--- src/rtl/e203_exu_flush_arb.sv ---
// EXU flush arbiter: picks exception/IRQ over branch-mispredict flush,
// registers the target PC, holds it for the IFU and then enforces a hold-off.
//
// Ports:
//   clk, rst                 core clock, async active-high reset
//   excp_flush_req/_add_op1/_add_op2     exception/IRQ flush source
//   excp_flush_ack                       exception accepted (comb, IDLE only)
//   brchmis_flush_req/_add_op1/_add_op2  branch-mispredict flush source
//   brchmis_flush_ack                    branch accepted (comb, IDLE only)
//   pipe_flush_req/_pc/_src              registered flush toward IFU
//   pipe_flush_ack                       IFU accepts the flush
//   flush_busy                           arbiter not idle
//   excp_flush_cnt, brchmis_flush_cnt    saturating handshake counters,
//                                        only with E203_FLUSH_ARB_PERF_CNT_EN
module e203_exu_flush_arb #(
  parameter int PC_SIZE = 32,
  parameter int HOLDOFF = 2
) (
  input  logic               clk,
  input  logic               rst,
  input  logic               excp_flush_req,
  input  logic [PC_SIZE-1:0] excp_flush_add_op1,
  input  logic [PC_SIZE-1:0] excp_flush_add_op2,
  output logic               excp_flush_ack,
  input  logic               brchmis_flush_req,
  input  logic [PC_SIZE-1:0] brchmis_flush_add_op1,
  input  logic [PC_SIZE-1:0] brchmis_flush_add_op2,
  output logic               brchmis_flush_ack,
  output logic               pipe_flush_req,
  output logic [PC_SIZE-1:0] pipe_flush_pc,
  output logic               pipe_flush_src,
  input  logic               pipe_flush_ack,
  output logic               flush_busy
`ifdef E203_FLUSH_ARB_PERF_CNT_EN
  ,
  output logic [31:0]        excp_flush_cnt,
  output logic [31:0]        brchmis_flush_cnt
`endif
);

  typedef enum logic [1:0] {
    IDLE = 2'd0,
    PEND = 2'd1,
    HOLD = 2'd2
  } state_e;

  localparam logic [2:0] HOLD_INIT = 3'(HOLDOFF);

  state_e             state_q, state_d;
  logic [2:0]         cnt_q, cnt_d;
  logic [PC_SIZE-1:0] pc_q, pc_d;
  logic               src_q, src_d;

  always_ff @(posedge clk or posedge rst) begin
    if (rst) begin
      state_q <= IDLE;
      cnt_q   <= '0;
      pc_q    <= '0;
      src_q   <= 1'b0;
    end else begin
      state_q <= state_d;
      cnt_q   <= cnt_d;
      pc_q    <= pc_d;
      src_q   <= src_d;
    end
  end

  always_comb begin
    state_d           = state_q;
    cnt_d             = cnt_q;
    pc_d              = pc_q;
    src_d             = src_q;
    excp_flush_ack    = 1'b0;
    brchmis_flush_ack = 1'b0;
    unique case (state_q)
      IDLE: begin
        // Acks are masked during reset: the state already reads IDLE then.
        if (!rst && excp_flush_req) begin
          excp_flush_ack = 1'b1;
          pc_d    = excp_flush_add_op1 + excp_flush_add_op2;
          src_d   = 1'b1;
          state_d = PEND;
        end else if (!rst && brchmis_flush_req) begin
          brchmis_flush_ack = 1'b1;
          pc_d    = brchmis_flush_add_op1 + brchmis_flush_add_op2;
          src_d   = 1'b0;
          state_d = PEND;
        end
      end
      PEND: begin
        if (pipe_flush_ack) begin
          if (HOLDOFF == 0) begin
            state_d = IDLE;
          end else begin
            cnt_d   = HOLD_INIT;
            state_d = HOLD;
          end
        end
      end
      HOLD: begin
        cnt_d = cnt_q - 3'd1;
        // Leave on the count of 1 so HOLD spans exactly HOLDOFF cycles.
        if (cnt_q <= 3'd1) begin
          cnt_d   = '0;
          state_d = IDLE;
        end
      end
      default: begin
        state_d = IDLE;
      end
    endcase
  end

  assign pipe_flush_req = (state_q == PEND);
  assign pipe_flush_pc  = pc_q;
  assign pipe_flush_src = src_q;
  assign flush_busy     = (state_q != IDLE);

`ifdef E203_FLUSH_ARB_PERF_CNT_EN
  logic        hs;
  logic [31:0] excp_cnt_q, excp_cnt_d;
  logic [31:0] brchmis_cnt_q, brchmis_cnt_d;

  assign hs = (state_q == PEND) && pipe_flush_ack;

  always_comb begin
    excp_cnt_d    = excp_cnt_q;
    brchmis_cnt_d = brchmis_cnt_q;
    if (hs && src_q && (excp_cnt_q != 32'hFFFF_FFFF)) begin
      excp_cnt_d = excp_cnt_q + 32'd1;
    end
    if (hs && !src_q && (brchmis_cnt_q != 32'hFFFF_FFFF)) begin
      brchmis_cnt_d = brchmis_cnt_q + 32'd1;
    end
  end

  always_ff @(posedge clk or posedge rst) begin
    if (rst) begin
      excp_cnt_q    <= '0;
      brchmis_cnt_q <= '0;
    end else begin
      excp_cnt_q    <= excp_cnt_d;
      brchmis_cnt_q <= brchmis_cnt_d;
    end
  end

  assign excp_flush_cnt    = excp_cnt_q;
  assign brchmis_flush_cnt = brchmis_cnt_q;
`endif

endmodule
--- config.mk ---
export PLATFORM = sky130hd
export DESIGN_NAME = e203_exu_flush_arb
export DESIGN_NICKNAME = d
export VERILOG_FILES = /design/src/rtl/e203_exu_flush_arb.sv
export SDC_FILE = /design/constraint.sdc
export NUM_CORES = 1
export LEC_CHECK = 0
export BUFFER_PORTS_ARGS = -buffer_cell sky130_fd_sc_hd__buf_2
export CAP_MARGIN = 30
export CELL_PAD_IN_SITES_DETAIL_PLACEMENT = 1
export CELL_PAD_IN_SITES_GLOBAL_PLACEMENT = 1
export CORE_MARGIN = 5
export CORE_UTILIZATION = 38
export CTS_BUF_LIST = sky130_fd_sc_hd__clkbuf_8
export DETAILED_ROUTE_END_ITERATION = 8
export GPL_TIMING_DRIVEN = 0
export PLACE_DENSITY = 0.86
export SETUP_SLACK_MARGIN = 0.5
export SLEW_MARGIN = 20
export SYNTH_ARGS = -nofsm -noshare
export SYNTH_HDL_FRONTEND = slang
export SYNTH_SLANG_ARGS = --single-unit
--- constraint.sdc ---
create_clock -name clk -period 2.2 [get_ports clk]
set_input_delay 0 -clock clk [delete_from_list [all_inputs] [get_ports clk]]
set_output_delay 0 -clock clk [all_outputs]
set_load 0.05 [all_outputs]
==> impl_metrics.tcl, run 1 <==
set metrics [dict create \
    drive_above_1_share 0.4502 \
    r2r_cells 7 \
    ios 170 \
    final_cell_area_sq_um 7730 \
    fin_total_pwr_mw 6.285 \
    synth_compound_area_frac 0.3357 \
    path_cells "buf_8, ha_4, buf_6, buf_6, a211oi_4, o21bai_1, o41a_1, buf_6, a21oi_4, o21ai_4, nor2b_4, or3_1, a32oi_1, nand2_1" \
    ys_seq_area_frac 0.1902 \
    antenna_found_initial 0 \
    grt_pass1_vias 6294 \
    place.detailed.hpwl_microns 14820 \
    cp_top_family "compound AO/OA/AOI/OAI gates" \
    synthTopCellsByArea "dfrtp_1 (19%), ha_1 (16%), a21oi_1 (8.2%)" \
    ant_nets 0 \
    grt-ovfl-total 0 \
    p_leak_nw 3.513 \
    critical_path_cell_count 14 \
    clock_skew_ps 6.095 \
    htreeDepth 2 \
    grt_pass1_wl_microns 31280 \
    synth_ff_type "dfrtp_1" \
    peakVddDrop_v 0.0006303 \
    gr-usage-all-layers 0.2400 \
    path_max_fanout 3 \
    cap_violations 0 \
    synth_edf_count 0 \
    antennaDiodeCount 0 \
    synth_top_area_share 0.1902 \
    multi_input_area_sq_um 4792 \
    synth_top_cell_by_area "dfrtp_1" \
    start_kind "input port" \
    start_util 0.3820 \
    fin_hold_ws_ps 49.90 \
    grt_setup_unrepaired "true" \
    gp_congestion 0.8910 \
    reg2reg_from "state_q[0]" \
    regToRegSetupSlack_ps 440 \
    yosysWarnings 0 \
    fin_crit_ps 2314 \
    cts_root_buf "clkbuf_8" \
    slew_viol_final 0 \
    worstPathRequired_ps 2380 \
    regArea_sq_um 950.9 \
    clk_pin_slew_ps 80 \
    slowest_delay_ps 410 \
    avgSynthCellArea_sq_um 7.798 \
    nNetsFinal 1071 \
    post_drt_via_cell_ratio 5.773 \
    critPathCapture "pipe_flush_pc[23]" \
    cts_num_sinks 38 \
    crit_slowest_cell "o41a_1" \
    clockBufferDepth 2 \
    via_count 6056 \
    tritoncts "yes" \
    violations "negative setup slack" \
    dieArea_sq_um 15550 \
    utilization 0.5907 \
    syn_to_final_growth_pct 54.64 \
    syn-cell-area_sq_um 4999 \
    crit_buf_inv 4 \
    synth_simple_gate_area_frac 0.1637 \
    drcViolationCount 0 \
    firstDrtPassIters 4 \
    setup_viol 10 \
    syn-num-nets 840 \
    wl_microns 21840 \
    crit_top_cell "buf_6" \
    port_buffers 169 \
    hold_class "input port to register" \
    synth_cells 641 \
    p_per_area_nw_per_um2 813.1 \
    reg2reg_to "pipe_flush_pc[27]" \
    arrival_ps 2500 \
    clk_latency_ps 300 \
    crit_start "brchmis_flush_add_op1[0]" \
    placed_cell_area_sq_um 6264 \
    die_width_microns 124.7 \
    cts_buffers 5 \
    place_ws_ps -705.3 \
    fin_crit_sh 1.052 \
    fmax_mhz 432.1 \
    synth-seq-cells 38 \
    worst_slack_ps -114.3 \
    path_class "input port to register" \
    worst_setup_path_end_kind "register" \
    relSlewSlack 0.5207 \
    netlist-cell-type-count 71 \
    status "complete, but fails checks" \
    fp.dieH_microns 124.7 \
    drtIter0Drc 310 \
    fill_cells 1554 \
    synth_top_family_by_area "compound AO/OA/AOI/OAI gates" \
    fp-row-count 42 \
    tightest_slew_ps 718.9 \
    hold_violations 0 \
    coreArea_sq_um 13090 \
    wire_per_inst_microns 20.82 \
    synthArstFlopShare 1.000 \
    grt_max_degree 30 \
    synthMuxAreaShare 0 \
    synthAdderAreaFrac 0.1682 \
    synth-xor-area-share 0.09462 \
]
## area by class of cell
cell class / count / area share
repair buffers: 224 / 0.1789
multi-input cells: 555 / 0.6199
flip-flops and latches: 38 / 0.1230
inverters: 21 / 0.01068
clock buffers: 6 / 0.01068
plain buffers: 27 / 0.02719
well taps: 176 / 0.02849
clock inverters: 2 / 0.001133
## worst min path at each step
stage,startpoint,end,slack (ps),depth (start not counted)
after floorplan,pipe_flush_ack,state_q[0],110,1
after global placement,pipe_flush_ack,state_q[0],230,2
after detailed placement,rst,pipe_flush_pc[15],-4,2
after CTS,brchmis_flush_req,pipe_flush_src,40,3
after global routing,brchmis_flush_req,pipe_flush_src,60,3
final,brchmis_flush_req,pipe_flush_src,50,3
## timing repair
item                                    in CTS  in global routing
hold buffers                                 2                  0
hold endpoints to repair                    39                  0
gates resized for setup                     96                114
setup buffers                               25                 27
endpoints found under the setup margin      35                 34
pin swaps                                   59                 75
## tightest hold or removal path, delay by kind of cell
kind	cells	cell delay [ps]
AOI/OAI and AO/OA	1	100
buffers and inverters	1	140
and+or+nand+nor	1	70
## sequential cells by signal (all words and copies together) (netlist names)
name and flops:
pipe_flush_src 1, pipe_flush_pc 32, cnt_q 3, state_q 2
## metrics by stage
stage,cells,setup TNS [ps]
after floorplan,641,-336.1
after global placement,986,-6383
after detailed placement,987,-5734
after CTS,1022,-793.5
after global routing,1049,-1452
final,1049,-593.5
## per-layer routing
layer	vias up	part of all wire	GRT usage	routed length, microns
met5	-	0	0	0
met4	0	0.027	0.06190	580
met3	43	0.059	0.05360	1291
met2	226	0.53	0.4469	11600
met1	2971	0.38	0.2752	8368
li1	2816	-	-	-
## power by group
group / internal, mW / total (mW) / switching (mW)
registers: 1.03 / 1.29 / 0.255
logic: 1.56 / 4.48 / 2.92
clock network: 0.249 / 0.516 / 0.268
total: 2.84 / 6.29 / 3.44
## placed cells by master, fill, tap and decap left out, types with 4 or more instances in the layout
cell         n
buf_2      163
nand2_1     67
a21oi_1     56
buf_4       47
nor2_1      46
dfrtp_1     38
ha_1        34
o21ai_0     26
a21o_1      25
ha_4        25
xnor2_1     23
o21ai_1     23
a21oi_2     20
inv_1       20
buf_6       19
xor2_1      18
xnor2_2      9
a31oi_1      9
clkbuf_8     8
nand3_1      8
o21ai_2      7
a21oi_4      7
o21bai_1     7
o211ai_1     7
nand4_1      7
buf_8        6
nand2_2      6
nor2b_1      5
clkbuf_1     5
a211oi_1     5
ha_2         5
a211o_1      4
nand2b_1     4
a31oi_4      4
and3_1       4
o2111ai_1    4
o21a_1       4
## kinds of logic after synthesis
group           count (synthesis)
simple gates                  179
compound gates                256
buf+inv                        48
fa+ha+maj                      66
flops                          38
xor+xnor                       54
## cells in the mapped netlist, drive strengths merged, types with 10 or more instances
master and number:
inv 21, a31oi 14, o21ai 59, ha 64, buf 10, nand2 75, xnor2 34, nor2 52
xor2 20, dfrtp 38, a21o 26, a21oi 83, clkbuf 16
No activity file was read; power rests on OpenSTA's default activity.
==> run 2: changes to the inputs <==
CAP_MARGIN = 20   (was 30)
GPL_TIMING_DRIVEN = not set   (was 0)
MAX_ROUTING_LAYER = met4   (was not set)
==> run 2 against run 1 <==
Against the previous run: the run still ends with negative setup slack left; via count rose by 13%; final area is 6.7% higher; critical path depth decreased by 1; die area stayed put; clock power grew 50%; final cell count grew 7.4%; sequential share of layout area down 0.74 points; hold slack gained 11 ps; combinational power increased by 9.4%; global-route usage increased by 6.1 points; clock skew up 5.8 ps; register-to-register slack improved by 50 ps; critical path type unchanged.
==> impl_metrics.tcl, run 2 (same netlist as run 1, synthesis figures left out) <==
set metrics [dict create \
    largest_reg_flops 32 \
    violations "negative setup slack" \
    worst_slack_ps -216.4 \
    die_width_microns 124.7 \
    seq_power_share 0.189 \
    grt_pass1_wl_microns 37640 \
    grt-ovfl-total 0 \
    clockBufferDepth 2 \
    peakVddDrop_v 0.0007716 \
    drtIter0Drc 457 \
    htreeDepth 2 \
    cap_violations 0 \
    fin_crit_ps 2416 \
    coreArea_sq_um 13090 \
    antenna_found_initial 0 \
    drive_above_1_share 0.4879 \
    most-common-layout-cells "buf_2 (159), buf_4 (137), nand2_1 (71)" \
    p_leak_nw 3.965 \
    ios 170 \
    grt_max_degree 39 \
    relSlewSlack 0.6387 \
    place.detailed.hpwl_microns 16940 \
    tritoncts "yes" \
    antennaDiodeCount 0 \
    p_per_area_nw_per_um2 848.6 \
    reg2reg_to "pipe_flush_pc[28]" \
    fp-row-count 42 \
    path_class "input port to register" \
    ant_nets 0 \
    slew_viol_final 0 \
    wl_microns 27700 \
    cts_num_sinks 38 \
    drcViolationCount 0 \
    tightest_slew_ps 536.3 \
    dieArea_sq_um 15550 \
    clk_pin_slew_ps 70 \
    start_util 0.3820 \
    r2r_cells 7 \
    fin_crit_sh 1.098 \
    sw_frac_of_total 0.5392 \
    grt_setup_unrepaired "true" \
    via_count 6853 \
    firstDrtPassIters 6 \
    fp.dieH_microns 124.7 \
    fin_tns_setup_ps -1273 \
    hold_violations 0 \
    gp_congestion 0.9042 \
    combPwrFrac 0.700 \
    p_clk_frac 0.111 \
    wire_per_inst_microns 24.58 \
    fmax_mhz 413.8 \
    setup_viol 16 \
    status "complete, but fails checks" \
    p_int_mw 3.223 \
    worst_setup_path_end_kind "register" \
    post_drt_via_cell_ratio 6.081 \
    cts_buffers 5 \
    regToRegSetupSlack_ps 490 \
    layout_commonest_cell "buf_2" \
    port_buffers 169 \
    clock_skew_ps 11.89 \
    syn_to_final_growth_pct 64.93 \
    nNetsFinal 1149 \
    clk_latency_ps 310 \
    path_max_fanout 4 \
    grt_pass1_vias 7296 \
    p_switching_mw 3.773 \
    hold_class "input port to register" \
    arrival_ps 2630 \
    worstPathRequired_ps 2410 \
    crit_start "brchmis_flush_add_op1[0]" \
    start_kind "input port" \
    gr-usage-all-layers 0.3015 \
    critPathCapture "pipe_flush_pc[28]" \
    reg2reg_from "state_q[0]" \
    cts_root_buf "clkbuf_8" \
    utilization 0.6300 \
]
-- run 2: cell count changes in the layout (fill, tap and decap cells not counted), moves of 4 or more --
cell,delta
buf_2,-4
buf_4,+90
nor2_1,-4
ha_2,-4
ha_4,-10
buf_6,+9
nand2_1,+4
ha_1,+14
clkbuf_1,-5
nor2_2,+4
-- run 2: final cells by class --
type / count / area (sq um)
Inverter: 21 / 82.58
Multi-Input combinational cell: 555 / 4641
Clock buffer: 6 / 82.58
Timing Repair Buffer: 329 / 2205
Fill cell: 1588 / 4841
Clock inverter: 2 / 60.06
Sequential cell: 38 / 953.4
Tap cell: 176 / 220.2
-- run 2: per-layer routing --
metal,global-route usage,vias to the layer above,part of all wire
met2,0.5728,377,0.52
met5,-,-,0
li1,-,2978,-
met4,0.1083,0,0.058
met3,0.05060,131,0.060
met1,0.3097,3367,0.36
-- run 2: repair_timing --
item / 4_1_cts / 5_1_grt
setup endpoints to repair: 34 / 34
cloned: 0 / 0
buffers inserted: 33 / 12
pin swaps: 95 / 41
gates resized for setup: 105 / 61
endpoints found under the hold margin: 39 / 0
hold buffers: 2 / 0
-- run 2: metrics by stage --
step                worst slack [ps]  instances  area (sq um)  power [mW]  hold slack (ps)
CTS                           -110.3       1115          7866       6.378            64.65
detailed placement            -564.6       1072          6942       5.244            247.0
global placement              -432.7       1072          6942       5.040            211.2
global route                  -304.5       1127          8244       7.246            75.20
floorplan                     -128.1        641          5177       3.901            107.7
finish                        -216.4       1127          8244       6.996            60.87
-- run 2: worst min-delay path by stage --
stage,endpoint,slack (ps),cells after the start,start
floorplan,state_q[0],110,1,pipe_flush_ack
global placement,pipe_flush_src,210,3,rst
detailed placement,pipe_flush_pc[29],250,3,rst
CTS,pipe_flush_src,60,3,brchmis_flush_req
global route,pipe_flush_src,80,3,brchmis_flush_req
finish,pipe_flush_src,60,3,brchmis_flush_req
-- run 2: critical path: stages --
cell and delay (ps):
buf_6 100, ha_4 160, fa_2 390, a211oi_4 310, o21ai_2 140, a31oi_4 230, a311oi_2 140, o31a_1 320
and4_1 180, a31oi_1 160, xnor2_1 170, o221ai_1 170, a21oi_1 170
-- run 2: power groups by stage --
stage          Combinational [mW]  Sequential [mW]  Clock [mW]
2_1_floorplan                1.66             2.24           0
3_3_place_gp                 3.76             1.28           0
3_5_place_dp                 3.94             1.31           0
4_1_cts                      4.35             1.28       0.750
5_1_grt                      5.10             1.34       0.803
6_report                     4.90             1.32       0.775
==> run 3: changes to the inputs <==
--- a/config.mk
+++ b/config.mk
@@ -12,5 +12,5 @@
 export CORE_MARGIN = 5
 export CORE_UTILIZATION = 38
-export CTS_BUF_LIST = sky130_fd_sc_hd__clkbuf_8
+export CTS_BUF_LIST = sky130_fd_sc_hd__clkbuf_4 sky130_fd_sc_hd__clkbuf_8
 export DETAILED_ROUTE_END_ITERATION = 8
 export MAX_ROUTING_LAYER = met4
==> constraint.sdc (replaced) <==
create_clock -name clk -period 2.2 [get_ports clk]
set_input_delay 0.11 -clock clk [delete_from_list [all_inputs] [get_ports clk]]
set_output_delay 0.11 -clock clk [all_outputs]
set_load 0.05 [all_outputs]
==> run 3 against run 2 <==
Against the previous run: the run still ends with negative setup slack left; routed wire length rose by 3.4%; sequential share of layout area is 0.096 points higher; clock power shrank 32%; clock-buffer cell count decreased by 1; core utilization down 0.52 points; sequential power barely moved; register-to-register slack lost 50 ps; non-clock buffer count up 5; clock skew grew 6.0 ps; final cell count is 0.35% higher; hold slack worse by 36 ps; critical endpoint unchanged; largest cell class unchanged; largest power group unchanged.
==> impl_metrics.tcl, run 3 (same netlist as run 1, synthesis figures left out) <==
set metrics [dict create \
    cts_root_buf "clkbuf_8" \
    most-common-layout-cells "buf_2 (156), buf_4 (154), nand2_1 (70)" \
    placed_cell_area_sq_um 7036 \
    layout_commonest_cell "buf_2" \
    fp-row-count 42 \
    hold_violations 0 \
    gp_congestion 0.9113 \
    syn_to_final_growth_pct 63.58 \
    grt-ovfl-total 0 \
    crit_buf_inv 1 \
    antennaDiodeCount 0 \
    slew_viol_final 0 \
    p_per_area_nw_per_um2 819.3 \
    utilization 0.6249 \
    arrival_ps 2760 \
    antenna_found_initial 0 \
    clk_pin_slew_ps 90 \
    dieArea_sq_um 15550 \
    drcViolationCount 0 \
    worstPathRequired_ps 2440 \
    cap_violations 0 \
    grt_max_degree 39 \
    drive_above_1_share 0.4963 \
    start_kind "input port" \
    place.detailed.hpwl_microns 17280 \
    fin_crit_ps 2518 \
    clock_skew_ps 17.88 \
    tightest_slew_ps 574.2 \
    clockBufferDepth 2 \
    clk_latency_ps 310 \
    cp_top_family "simple AND/OR/NAND/NOR gates" \
    final_cell_area_sq_um 8177 \
    worst_slack_ps -317.7 \
    reg2reg_from "state_q[0]" \
    cts_num_sinks 38 \
    fin_total_pwr_mw 6.699 \
    path_class "input port to register" \
    wire_per_inst_microns 25.33 \
    path_cells "buf_2, ha_1, and4_1, and2_1, nor3_1, a311oi_2, o31a_1, and4_1, a31oi_1, xnor2_1, o221ai_1, a21oi_1" \
    worst_setup_path_end_kind "register" \
    slowest_delay_ps 440 \
    cts_buffers 5 \
    path_max_fanout 4 \
    ant_nets 0 \
    die_width_microns 124.7 \
    reg2reg_to "pipe_flush_pc[15]" \
    fin_tns_setup_ps -2745 \
    status "complete, but fails checks" \
    gr-usage-all-layers 0.2968 \
    peakVddDrop_v 0.0006754 \
    regArea_sq_um 953.4 \
    fmax_mhz 397.2 \
    relSlewSlack 0.6172 \
    coreArea_sq_um 13090 \
    place_ws_ps -650.4 \
    drtIter0Drc 461 \
    crit_slowest_cell "nor3_1" \
    nNetsFinal 1154 \
    grt_pass1_wl_microns 37090 \
    hold_class "input port to async pin" \
    grt_setup_unrepaired "true" \
    multi_input_area_sq_um 4631 \
    fin_crit_sh 1.144 \
    port_buffers 169 \
    r2r_cells 7 \
    grt_pass1_vias 7302 \
    p_leak_nw 3.940 \
    violations "negative setup slack" \
    via_count 6892 \
    setup_viol 18 \
    firstDrtPassIters 5 \
    fill_cells 1547 \
    start_util 0.3820 \
    post_drt_via_cell_ratio 6.094 \
    regToRegSetupSlack_ps 440 \
    crit_top_cell "and4_1" \
    htreeDepth 2 \
    wl_microns 28650 \
    fp.dieH_microns 124.7 \
    largest_reg_flops 32 \
    tritoncts "yes" \
    ios 170 \
]
==> run 3: cell count changes in the layout (fill, tap and decap cells not counted), moves of 3 or more <==
cell / previous run / this run
buf_2: 159 / 156
buf_4: 137 / 154
buf_6: 28 / 22
ha_4: 15 / 18
o21ai_1: 24 / 20
o21ai_2: 9 / 12
==> run 3: report_power, final <==
part           internal [mW]  leakage [nW]  total [mW]  switching [mW]
Clock                  0.215        0.0438       0.525           0.310
Combinational           1.69          3.44        4.85            3.17
Sequential              1.03         0.457        1.32           0.286
==> run 3: worst max path at each step <==
| stage | endpoint | cells after the start | start | slack, ps |
|---|---|---|---|---|
| floorplan | pipe_flush_pc[30] | 12 | excp_flush_add_op1[0] | -240 |
| global placement | pipe_flush_pc[28] | 13 | brchmis_flush_add_op1[0] | -540 |
| detailed placement | pipe_flush_pc[28] | 13 | brchmis_flush_add_op1[0] | -650 |
| CTS | pipe_flush_pc[28] | 13 | brchmis_flush_add_op1[0] | -220 |
| global route | pipe_flush_pc[28] | 12 | brchmis_flush_add_op1[17] | -370 |
| finish | pipe_flush_pc[28] | 12 | brchmis_flush_add_op1[17] | -320 |
==> run 3: per-stage QoR <==
step                hold WS (ps)  std cells
finish                     25.08       1131
global route               88.52       1131
CTS                        47.03       1118
detailed placement         342.8       1085
global placement           324.1       1085
floorplan                  217.7        641
==> run 3: final cells by class <==
class                   count  area share
repair buffers            334      0.2708
clock inverters             2    0.001224
clock buffers               5    0.008416
well taps                 176     0.02693
multi-input cells         555      0.5663
inverters                  21    0.009640
flip-flops and latches     38      0.1166
==> run 3: what timing repair did <==
| item | CTS | global route |
|---|---|---|
| pin swaps | 68 | 63 |
| setup endpoints to repair | 31 | 34 |
| resized for setup | 89 | 65 |
| setup buffers | 26 | 13 |
| hold buffers | 0 | 0 |
| gates cloned | 0 | 0 |
==> run 3: tightest hold or removal path: cells and delay by family <==
| family | cells | cell delay, ps |
|---|---|---|
| buffers and inverters | 3 | 700 |
==> run 3: layer usage <==
layer / vias to the layer above / part of all wire / global-route usage
li1: 2979 / - / -
met1: 3342 / 0.36 / 0.2941
met2: 406 / 0.51 / 0.5665
met3: 165 / 0.063 / 0.06304
met4: 0 / 0.072 / 0.1083
met5: - / 0 / -
